$ cat src/rtl/reg_file_pkg.sv
// reg_file_pkg: shared defaults and the hard-wired zero-register index for reg_file.
package reg_file_pkg;
  localparam int DEF_WIDTH = 16;
  localparam int DEF_DEPTH = 8;
  localparam int ZERO_REG  = 0;
endpackage

$ cat src/rtl/reg_file_cell.sv
// reg_cell: one WIDTH-bit storage register with write enable and async active-low clear.
module reg_cell #(
  parameter int WIDTH = 16
) (
  input  logic             clk,
  input  logic             rst_n,
  input  logic             en,
  input  logic [WIDTH-1:0] d,
  output logic [WIDTH-1:0] q
);
  logic [WIDTH-1:0] val_q, val_d;
  always_comb val_d = en ? d : val_q;
  always_ff @(posedge clk or negedge rst_n)
    if (!rst_n) val_q <= '0;
    else        val_q <= val_d;
  assign q = val_q;
endmodule

$ cat src/rtl/reg_file.sv
// reg_file: register file with two read ports and a per-register pending scoreboard.
// Define REG_FILE_BYPASS_EN to forward same-cycle write data onto the read ports.
module reg_file
  import reg_file_pkg::*;
#(
  parameter int WIDTH = DEF_WIDTH,
  parameter int DEPTH = DEF_DEPTH,
  localparam int AW = $clog2(DEPTH)
) (
  input  logic             clk,
  input  logic             rst_n,
  input  logic             WE,
  input  logic [AW-1:0]    waddr,
  input  logic [WIDTH-1:0] wdata,
  input  logic             rsv,
  input  logic [AW-1:0]    rsv_addr,
  input  logic [AW-1:0]    raddr_a,
  output logic [WIDTH-1:0] rdata_a,
  output logic             busy_a,
  input  logic [AW-1:0]    raddr_b,
  output logic [WIDTH-1:0] rdata_b,
  output logic             busy_b
);
  localparam logic [AW-1:0] ZERO = AW'(ZERO_REG);
  logic [WIDTH-1:0] regs [DEPTH];
  logic [DEPTH-1:0] pend_q, pend_d;
  logic             wr_ok, rsv_ok;
  assign wr_ok  = WE && waddr != ZERO;
  assign rsv_ok = rsv && rsv_addr != ZERO;
  assign regs[ZERO_REG] = '0;
  genvar i;
  generate
    for (i = 1; i < DEPTH; i++) begin : g_cell
      reg_cell #(.WIDTH(WIDTH)) u_cell (
        .clk   (clk),
        .rst_n (rst_n),
        .en    (wr_ok && waddr == AW'(i)),
        .d     (wdata),
        .q     (regs[i])
      );
    end
  endgenerate
  // Set after clear so a same-cycle reserve beats the write's clear.
  always_comb begin
    pend_d = pend_q;
    if (wr_ok)  pend_d[waddr]    = 1'b0;
    if (rsv_ok) pend_d[rsv_addr] = 1'b1;
    pend_d[ZERO_REG] = 1'b0;
  end
  always_ff @(posedge clk or negedge rst_n)
    if (!rst_n) pend_q <= '0;
    else        pend_q <= pend_d;
`ifdef REG_FILE_BYPASS_EN
  logic byp_a, byp_b;
  always_comb begin
    byp_a   = rst_n && wr_ok && waddr == raddr_a;
    byp_b   = rst_n && wr_ok && waddr == raddr_b;
    rdata_a = byp_a ? wdata : regs[raddr_a];
    rdata_b = byp_b ? wdata : regs[raddr_b];
    busy_a  = byp_a ? rsv && rsv_addr == raddr_a : pend_q[raddr_a];
    busy_b  = byp_b ? rsv && rsv_addr == raddr_b : pend_q[raddr_b];
  end
`else
  always_comb begin
    rdata_a = regs[raddr_a];
    rdata_b = regs[raddr_b];
    busy_a  = pend_q[raddr_a];
    busy_b  = pend_q[raddr_b];
  end
`endif
endmodule

$ cat config.mk
export PLATFORM = sky130hd
export DESIGN_NAME = reg_file
export DESIGN_NICKNAME = d
export VERILOG_FILES = /design/src/rtl/reg_file_pkg.sv /design/src/rtl/reg_file_cell.sv /design/src/rtl/reg_file.sv
export SDC_FILE = /design/constraint.sdc
export NUM_CORES = 1
export LEC_CHECK = 0
export BUFFER_PORTS_ARGS = -buffer_cell sky130_fd_sc_hd__buf_4
export CAP_MARGIN = 15
export CORE_AREA = 2 2 150 188
export CTS_CLUSTER_DIAMETER = 60
export CTS_CLUSTER_SIZE = 14
export DETAILED_ROUTE_END_ITERATION = 7
export DIE_AREA = 0 0 152 190
export SLEW_MARGIN = 15
export SYNTH_ARGS = -nofsm -noshare
export SYNTH_HDL_FRONTEND = slang
export SYNTH_SLANG_ARGS = --single-unit
export TNS_END_PERCENT = 1
$ cat constraint.sdc
create_clock -name clk -period 1.3 [get_ports clk]
set_input_delay 0.13 -clock clk [delete_from_list [all_inputs] [get_ports clk]]
set_output_delay 0.13 -clock clk [all_outputs]
set_load 0.02 [all_outputs]
======== Yosys cells after proc, flatten, opt, wreduce, memory -nomap -nowiden ========
Index checks and enable logic that the tools add are counted.
storage, ports and cells
  register bits ........................... 119
  bits of input ports ..................... 32
  output and inout bits ................... 34
  word-level logic and storage cells ...... 57
operators by class
  $lt $le $gt $ge ......................... 8
  equality and inequality tests ........... 7
  muxes and demuxes ....................... 16
  bitwise operators ....................... 5
  reduce and logical (&&, ||, !) cells .... 13
operators with widths
  kind                                                               number
  binary-select mux 16 bit (select 3 bit)                            2
  2-to-1 mux 16 bit                                                  4
  less-than comparator 3 x 4 -> 1 bit, second input constant         4
  2-to-1 mux 8 bit                                                   2
  == test 3 bit, second input constant                               4
  logical AND 1 bit                                                  11
  AND 8 bit                                                          1
  greater-or-equal comparator 4 bit, second input constant           2
  NOT 3 -> 4 bit                                                     2
  NOT 8 bit                                                          1
  bitwise OR 8 bit                                                   1
  binary-select mux 1 bit (select 3 bit)                             2
  demux 1 bit (select 3 bit)                                         2
  == test 3 x 2 -> 1 bit, second input constant                      2
  greater-or-equal comparator 3 x 1 -> 1 bit, second input constant  2
  nonzero test 3 bit                                                 2
  2-to-1 mux 1 bit                                                   4
  == test 3 x 1 -> 1 bit, second input constant                      1

======== Depth between registers and ports, before layout ========
Gate-level depths: netlist (run 1).
  depth in word-level cells ............... 9
  mapped depth ............................ 6
  depth with buffers taken out ............ 3

======== Hierarchy ========
A second synthesis (run 1) with hierarchy kept.
unflattened totals
  cells, all modules ...................... 504
  area, all modules ....................... 7,160.6 um2
modules (own cells, without submodules)
  module    times used  cells an instance  area an instance (um2)  sequential area each (um2)
  reg_cell  7           34                 649.4                   400.4
  reg_file  1           266                2,615.0                 175.2

======== Worst setup path before layout (run 1) ========
No wires, ideal clock.
  path kind ............................... input to output
  from .................................... input port raddr_b[2]
  to ...................................... output port rdata_b[11]
  arrival ................................. 1.373 ns
  required time ........................... 1.170 ns
  slack ................................... -0.203 ns
  stages on the path ...................... 5
  buffers on the path ..................... 3
  cell sequence ........................... buf_2 -> and2_1 -> clkbuf_1 -> buf_2 -> a221oi_1
on the way
  cells in the longest elaborated chain, start to end .. 4
RTL lines
  item                                                   RTL line        text
  start: declaration                                     reg_file.sv:20  input logic [AW-1:0] raddr_b,
  NOT 3 -> 4 bit (implied by the code)                   reg_file.sv:66  rdata_b = regs[raddr_b];
  binary-select mux 16 bit (select 3 bit)                reg_file.sv:66
  2-to-1 mux 16 bit (implied by the code) (2 in series)  reg_file.sv:66
  end: declaration                                       reg_file.sv:21  output logic [WIDTH-1:0] rdata_b,
Every way passes these cells. The select of a mux whose other input is x is not followed.

======== Worst setup path after layout (run 1) ========
  from .................................... register g_cell[1].u_cell.val_q[3]
  to ...................................... output port rdata_a[3]
on the way
  cells in the longest elaborated chain, start to end .. 3
RTL lines
  item                                                   RTL line             text
  start: declaration                                     reg_file_cell.sv:11  logic [WIDTH-1:0] val_q, val_d;
  start signal: assignment                               reg_file_cell.sv:15  else val_q <= val_d;
  binary-select mux 16 bit (select 3 bit)                reg_file.sv:65       rdata_a = regs[raddr_a];
  2-to-1 mux 16 bit (implied by the code) (2 in series)  reg_file.sv:65
  end: declaration                                       reg_file.sv:18       output logic [WIDTH-1:0] rdata_a,
Every way passes these cells. The select of a mux whose other input is x is not followed.

==> results.cfg, run 1 <==
[drt]
detail-route-antenna-nets = 0
routed_via_density = 4.78
routed-via-count = 4704
routed-wl-met3_um = 439
detail_route.wirelength_um = 19000
drt_first_iter_violations = 216
first_pass_iters = 4
wire_per_inst_um = 19.3
met1Wirelength_um = 8440
top_layer_used = met4
met2RoutedLength_um = 9930
dr_drc_count = 0

[cts]
root_buffer_cell = sky130_fd_sc_hd__clkbuf_16
clock_tree.htree_level_count = 4
clk_pin_slew_ps = 60
tritoncts_num_sinks = 119
tritoncts.num_buffers = 17
ctsLongestPathBuffers = 2
clock_network_latency_to_the_later_pin_of_the_worst_skew_pair_ps = 420
cts_tree = done

[final_layout]
layout.cells.most_common_list = sky130_fd_sc_hd__buf_4, sky130_fd_sc_hd__dfrtp_1, sky130_fd_sc_hd__mux2_2
drive_gt1_share_pct = 59.2
num_antenna_cells = 0
mostFrequentLayoutCell = sky130_fd_sc_hd__buf_4
area_growth_syn_to_layout_pct = 37.1
net_count_of_the_finished_layout = 656

[worst_setup_path]
timing.setup.critical_path_class = register to primary output
critPathRequiredTime_ps = 1170
cp_data_arrival_time_ps = 1710
ff2ff_path_depth = 3
worstSetupStartpointType = register
crit_fanout = 3
endpoint_kind = primary output
ff2ff_setup_slack_ps = 100

[worst_hold_path]
hold_path_cells = 2
holdCritPathClass = input port to register

[timing]
finalSetupViolations = 34
fin_crit_sh_pct = 142
hold_ws_ps = 7.37
report.final.hold_viol_count = 0
fmax_ghz = 0.543
final.setup_skew_ps = 0
max_slew.worst_pin.slew_ps = 525
drv_slew = 0
setup_slack_ps = -542
grt_setup_unrepaired = yes
relSlewSlack_pct = 65.0
fin_crit_ps = 1840

[synthesis]
syn_nets = 531
synthesis.area_per_instance_um2 = 13.4
yosys.area.top_type = sky130_fd_sc_hd__dfrtp_1
seq_area_frac_synth_pct = 44.5
yosysWarningCount = 0
postSynthRegisterBits = 119
synth_cell_types = 27
count_of_mapped_cells_out_of_synthesis = 499
synth_top_area_share_pct = 44.5
synth_area_leaders = sky130_fd_sc_hd__dfrtp_1, sky130_fd_sc_hd__mux2_2, sky130_fd_sc_hd__mux2i_1
syn_area_mm2 = 0.00670

[run]
max-cap-violations = 0

[power_and_ir_drop]
power_density_mw_per_mm2 = 1480
irDropWorstVdd_mv = 0.638
static_leakage_power_nw = 3.96

[floorplan]
placementRows = 68
placeableCoreArea_mm2 = 0.0273
chipWidth_um = 152
design.portCount = 66
dieArea_mm2 = 0.0289
die_height_um = 190
start_util_pct = 24.5

[grt]
global_route.usage.total_pct = 13.6
wire_length_of_the_first_global_routing_pass_um = 30500
grt_remaining_overflow = 0
antenna_found_initial = 0
grt_start_max_net_pins = 42
first_global_vias = 5242

[status]
run_status = complete, but fails checks
failing_checks = setup timing

[placement]
dp.final_hpwl_um = 13200
pre_cts_ws_ps = -335
io_buffers = 65
finalWeightedCongestion = 0.747
[what timing repair did]
item | 4_1_cts | 5_1_grt
setup buffers | 1 | 0
hold buffers | 11 | 0
setup endpoints to repair | 34 | 34
pin swaps | 9 | 1
hold endpoints to repair | 133 | 0
resized for setup | 44 | 3
[synth_stat cells (all sizes together)]
| cell | n |
|---|---|
| a211oi | 17 |
| a221oi | 51 |
| a311oi | 17 |
| and2 | 1 |
| and4bb | 2 |
| buf | 38 |
| clkbuf | 11 |
| dfrtp | 119 |
| inv | 3 |
| mux2 | 146 |
| mux2i | 51 |
| nand2 | 7 |
| nand2b | 4 |
| nand4 | 1 |
| nand4b | 3 |
| nor2b | 20 |
| nor3 | 1 |
| o21ai | 4 |
| o22ai | 2 |
| o32ai | 1 |
[registers in the layout, summed over array words and instances (netlist names)]
| register | flops |
|---|---|
| pend_q | 7 |
| g_cell.u_cell.q | 112 |
[power by group]
group	internal, W	switching, W	total (W)
Clock	0.00310	0.00168	0.00478
Sequential	0.00453	0.000668	0.00520
Combinational	0.00203	0.00158	0.00360
Total	0.00965	0.00393	0.0136
[per-layer routing]
metal | up-vias | track usage [%]
li1 | 2199 | -
met3 | 17 | 3.08
met1 | 2427 | 16.6
met4 | 0 | 3.77
met5 | - | 0
met2 | 61 | 24.2
[worst paths after layout]
check                                 startpoint                     to
min                                     wdata[2]  g_cell[7].u_cell.q[2]
min reg2reg                            pend_q[7]              pend_q[7]
max                        g_cell[1].u_cell.q[3]             rdata_a[3]
min in group asynchronous                  rst_n              pend_q[4]
max reg2reg                            pend_q[4]              pend_q[4]
max in group asynchronous                  rst_n  g_cell[5].u_cell.q[6]
[cells by family after synthesis]
group                  after synthesis  share of synthesized area, %
flip-flops                         119                          44.5
AND/OR/NAND/NOR                     39                          4.84
multiplexers                       197                          33.7
AO/OA/AOI/OAI                       92                          11.4
buffers and inverters               52                          5.59
[cell type report]
cell class / count / area (um^2)
inverters: 3 / 11.3
flip-flops and latches: 119 / 2980
well taps: 350 / 438
fillers: 2649 / 18100
clock buffers: 23 / 508
repair buffers: 155 / 1420
clock inverters: 7 / 92.6
multi-input cells: 328 / 3740
[per-stage QoR]
stage                     TNS, ps  power, W  area (um^2)  std cells  util, %
after CTS                  -15730    0.0136         9150        985     33.5
after global placement      -8270   0.00848         8170        947     29.9
after floorplan             -3760   0.00724         6770        499        -
after global routing       -17770    0.0142         9180        985     33.6
after detailed placement    -8440   0.00855         8170        947     29.9
final                      -15230    0.0136         9180        985     33.6
[critical path, stage by stage, from the launching register on]
cell	delay, ps
sky130_fd_sc_hd__dfrtp_1	390
sky130_fd_sc_hd__mux2_2	280
sky130_fd_sc_hd__a221oi_2	220
sky130_fd_sc_hd__a311oi_1	80
sky130_fd_sc_hd__buf_4	180
sky130_fd_sc_hd__buf_4	150
Power figures use the tool's default switching activity.
==> inputs of run 2 (changes only) <==
Settings changed: CORE_AREA 2 2 150 188 to 2 2 155 195, DIE_AREA 0 0 152 190 to 0 0 157 197, SYNTH_HIERARCHICAL set to 1.
==> run 2 against run 1 <==
Against the previous run:
- the flow still finishes with violations (setup timing)
- core utilization fell by 0.27 points
- die area rose by 7.1%
- non-clock buffer count rose by 26
- first-iteration DRC count fell by 3.2%
- maximum frequency fell by 3.7%
- synthesized cell count rose by 1.0%
- global-route usage rose by 0.089 points
- clock-buffer cell count did not move
- largest cell class unchanged
- largest power group unchanged
- highest routed layer unchanged
==> results.cfg, run 2 <==
[synthesis]
seq_area_frac_synth_pct = 41.6
count_of_mapped_cells_out_of_synthesis = 504
postSynthRegisterBits = 119
syn_nets = 536
yosysWarningCount = 6
synth-edff-count = 0
synth.top_cells.by_count = sky130_fd_sc_hd__dfrtp_1, sky130_fd_sc_hd__mux2_4, sky130_fd_sc_hd__mux2_2, sky130_fd_sc_hd__mux2i_1, sky130_fd_sc_hd__a221oi_1
ys.flop_type = sky130_fd_sc_hd__dfrtp_1
syn_area_mm2 = 0.00716
async_flop_share_pct = 100
synth_area_leaders = sky130_fd_sc_hd__dfrtp_1, sky130_fd_sc_hd__mux2_4, sky130_fd_sc_hd__mux2_2
synthesis.area_per_instance_um2 = 14.2
yosys.area.top_type = sky130_fd_sc_hd__dfrtp_1
synth_cell_types = 25
post-synth-top-count-cell = sky130_fd_sc_hd__dfrtp_1
synth_top_area_share_pct = 41.6

[floorplan]
placementRows = 70
placeableCoreArea_mm2 = 0.0290
die_height_um = 197
dieArea_mm2 = 0.0309
start_util_pct = 24.7
design.portCount = 66
chipWidth_um = 157

[cts]
clock_tree.htree_level_count = 4
tritoncts.num_buffers = 17
cts_tree = done
root_buffer_cell = sky130_fd_sc_hd__clkbuf_16
ctsLongestPathBuffers = 2
clock_network_latency_to_the_later_pin_of_the_worst_skew_pair_ps = 410
tritoncts_num_sinks = 119
clk_pin_slew_ps = 60

[placement]
dpl_cell_area_mm2 = 0.00852
placedCellCount = 1018
io_buffers = 65
dp.final_hpwl_um = 14400
finalWeightedCongestion = 0.760

[worst_setup_path]
worstSetupStartpointType = register
ff2ff_setup_slack_ps = 60
crit_fanout = 3
timing.setup.critical_path_class = register to primary output
ff2ff_path_depth = 3
endpoint_kind = primary output
timing.rr.end = pend_q[4]
critical_path.reg2reg.startpoint = pend_q[4]
critPathRequiredTime_ps = 1170
cp_data_arrival_time_ps = 1780

[drt]
wire_per_inst_um = 19.1
routed_via_density = 4.61
routed-via-count = 4891
drt_first_iter_violations = 209
detail-route-antenna-nets = 0
detail_route.wirelength_um = 20300
first_pass_iters = 4
dr_drc_count = 0

[grt]
antenna_found_initial = 0
wire_length_of_the_first_global_routing_pass_um = 31700
grt_start_max_net_pins = 81
first_global_vias = 5357
grt_remaining_overflow = 0
global_route.usage.total_pct = 13.7

[worst_hold_path]
min_delay_worst_endpoint = pend_q[3]
min_from = rsv_addr[0]
hold_path_cells = 3
holdCritPathClass = input port to register

[power_and_ir_drop]
power_frac_comb_pct = 28.1
switching_share_pct = 28.2
power_switching_w = 0.00406
clock_power_share_pct = 35.4
static_leakage_power_nw = 4.17
share_seq_of_total_power_pct = 36.5
total_power_w = 0.0144
irDropWorstVdd_mv = 1.09
power_density_mw_per_mm2 = 1490
intPower_w = 0.0103

[final_layout]
layout.filler_cells = 2876
mostFrequentLayoutCell = sky130_fd_sc_hd__buf_4
layout.cells.most_common_list = sky130_fd_sc_hd__buf_4, sky130_fd_sc_hd__dfrtp_1, sky130_fd_sc_hd__mux2_4
num_antenna_cells = 0
finish.cell_count_without_fillers = 1061
largest_reg_flops = 112
finish.instance_area_mm2 = 0.00967
sequential_cell_area_mm2 = 0.00298
multiInputGateArea_mm2 = 0.00401
drive_gt1_share_pct = 59.2
area_growth_syn_to_layout_pct = 35.0
net_count_of_the_finished_layout = 686

[timing]
setup_slack_ps = -614
fin_crit_ps = 1910
fmax_ghz = 0.522
relSlewSlack_pct = 49.8
max_slew.worst_pin.slew_ps = 751
hold_ws_ps = 20.3
finalSetupViolations = 34
grt_setup_unrepaired = yes
report.final.hold_viol_count = 0
fin_crit_sh_pct = 147
final.setup_skew_ps = 0
drv_slew = 0

[status]
failing_checks = setup timing
run_status = complete, but fails checks

[run]
max-cap-violations = 0
run 2: cell types whose count changed in the layout (fill, tap and decap cells not counted), sizes merged, moves of 2 or more:
cell,before,now
buf,144,165
o21ai,4,11
nor2,0,6
dlygate4sd3,11,16
nand2,7,4
nand2b,4,7
nand4b,3,0
and4bb,2,0
bufinv,2,4
clkinvlp,3,1
inv,3,1
run 2: worst max path at each step:
stage	endpoint	startpoint	slack, ps
after global placement	rdata_b[2]	raddr_b[0]	-780
final	rdata_a[4]	g_cell[1].u_cell/q[4]	-610
after detailed placement	rdata_b[12]	raddr_b[0]	-450
after CTS	rdata_a[4]	g_cell[1].u_cell/q[4]	-630
after global routing	rdata_a[4]	g_cell[1].u_cell/q[4]	-670
after floorplan	rdata_b[11]	raddr_b[2]	-150
run 2: logic make-up (layout without fill, tap and decap cells):
| group | after synthesis | in the layout | share of synthesized area (%) |
|---|---|---|---|
| muxes | 197 | 197 | 34.4 |
| AOI/OAI and AO/OA | 98 | 98 | 12.8 |
| DFF | 119 | 119 | 41.6 |
| buffers and inverters | 51 | 212 | 7.92 |
| and+or+nand+nor | 39 | 39 | 3.25 |
run 2: metrics by stage:
step,setup TNS [ps],setup slack [ps],utilization [%]
after global placement,-18460,-782,29.4
final,-16640,-614,33.3
after floorplan,-3260,-148,-
after CTS,-17790,-634,33.0
after detailed placement,-12400,-447,29.4
after global routing,-19090,-671,33.3
run 2: per-layer routing:
metal	GRT usage (%)	vias to the layer above	wire, um
met5	0	-	0
met4	6.01	0	644
met3	2.62	32	677
met2	22.4	104	9940
met1	17.5	2503	9060
li1	-	2252	-
run 2: critical path: stages, from the launching register on:
cell	delay [ps]
sky130_fd_sc_hd__dfrtp_1	390
sky130_fd_sc_hd__buf_4	130
sky130_fd_sc_hd__mux2_4	270
sky130_fd_sc_hd__a221oi_4	250
sky130_fd_sc_hd__a311oi_2	120
sky130_fd_sc_hd__buf_4	210
run 2: area by class of cell:
class / instances / area share, %
multi-input combinational: 334 / 41.5
sequential: 119 / 30.8
timing repair buffer: 181 / 15.9
clock buffer: 23 / 5.15
tap: 396 / 5.13
clock inverter: 7 / 1.46
inverter: 1 / 0.0388
run 2: power groups by stage:
| stage | sequential (W) | clock [W] | combinational, W |
|---|---|---|---|
| floorplan | 0.00503 | 0 | 0.00253 |
| global placement | 0.00520 | 0 | 0.00372 |
| detailed placement | 0.00523 | 0 | 0.00376 |
| CTS | 0.00523 | 0.00519 | 0.00401 |
| global route | 0.00536 | 0.00537 | 0.00435 |
| finish | 0.00525 | 0.00510 | 0.00405 |
run 2: timing repair:
action                                  4_1_cts  5_1_grt
resized for setup                            37       11
buffers inserted                              1        1
endpoints found under the setup margin       34       34
hold endpoints to repair                    184        0
pin swaps                                     9        7
hold buffers                                 16        0
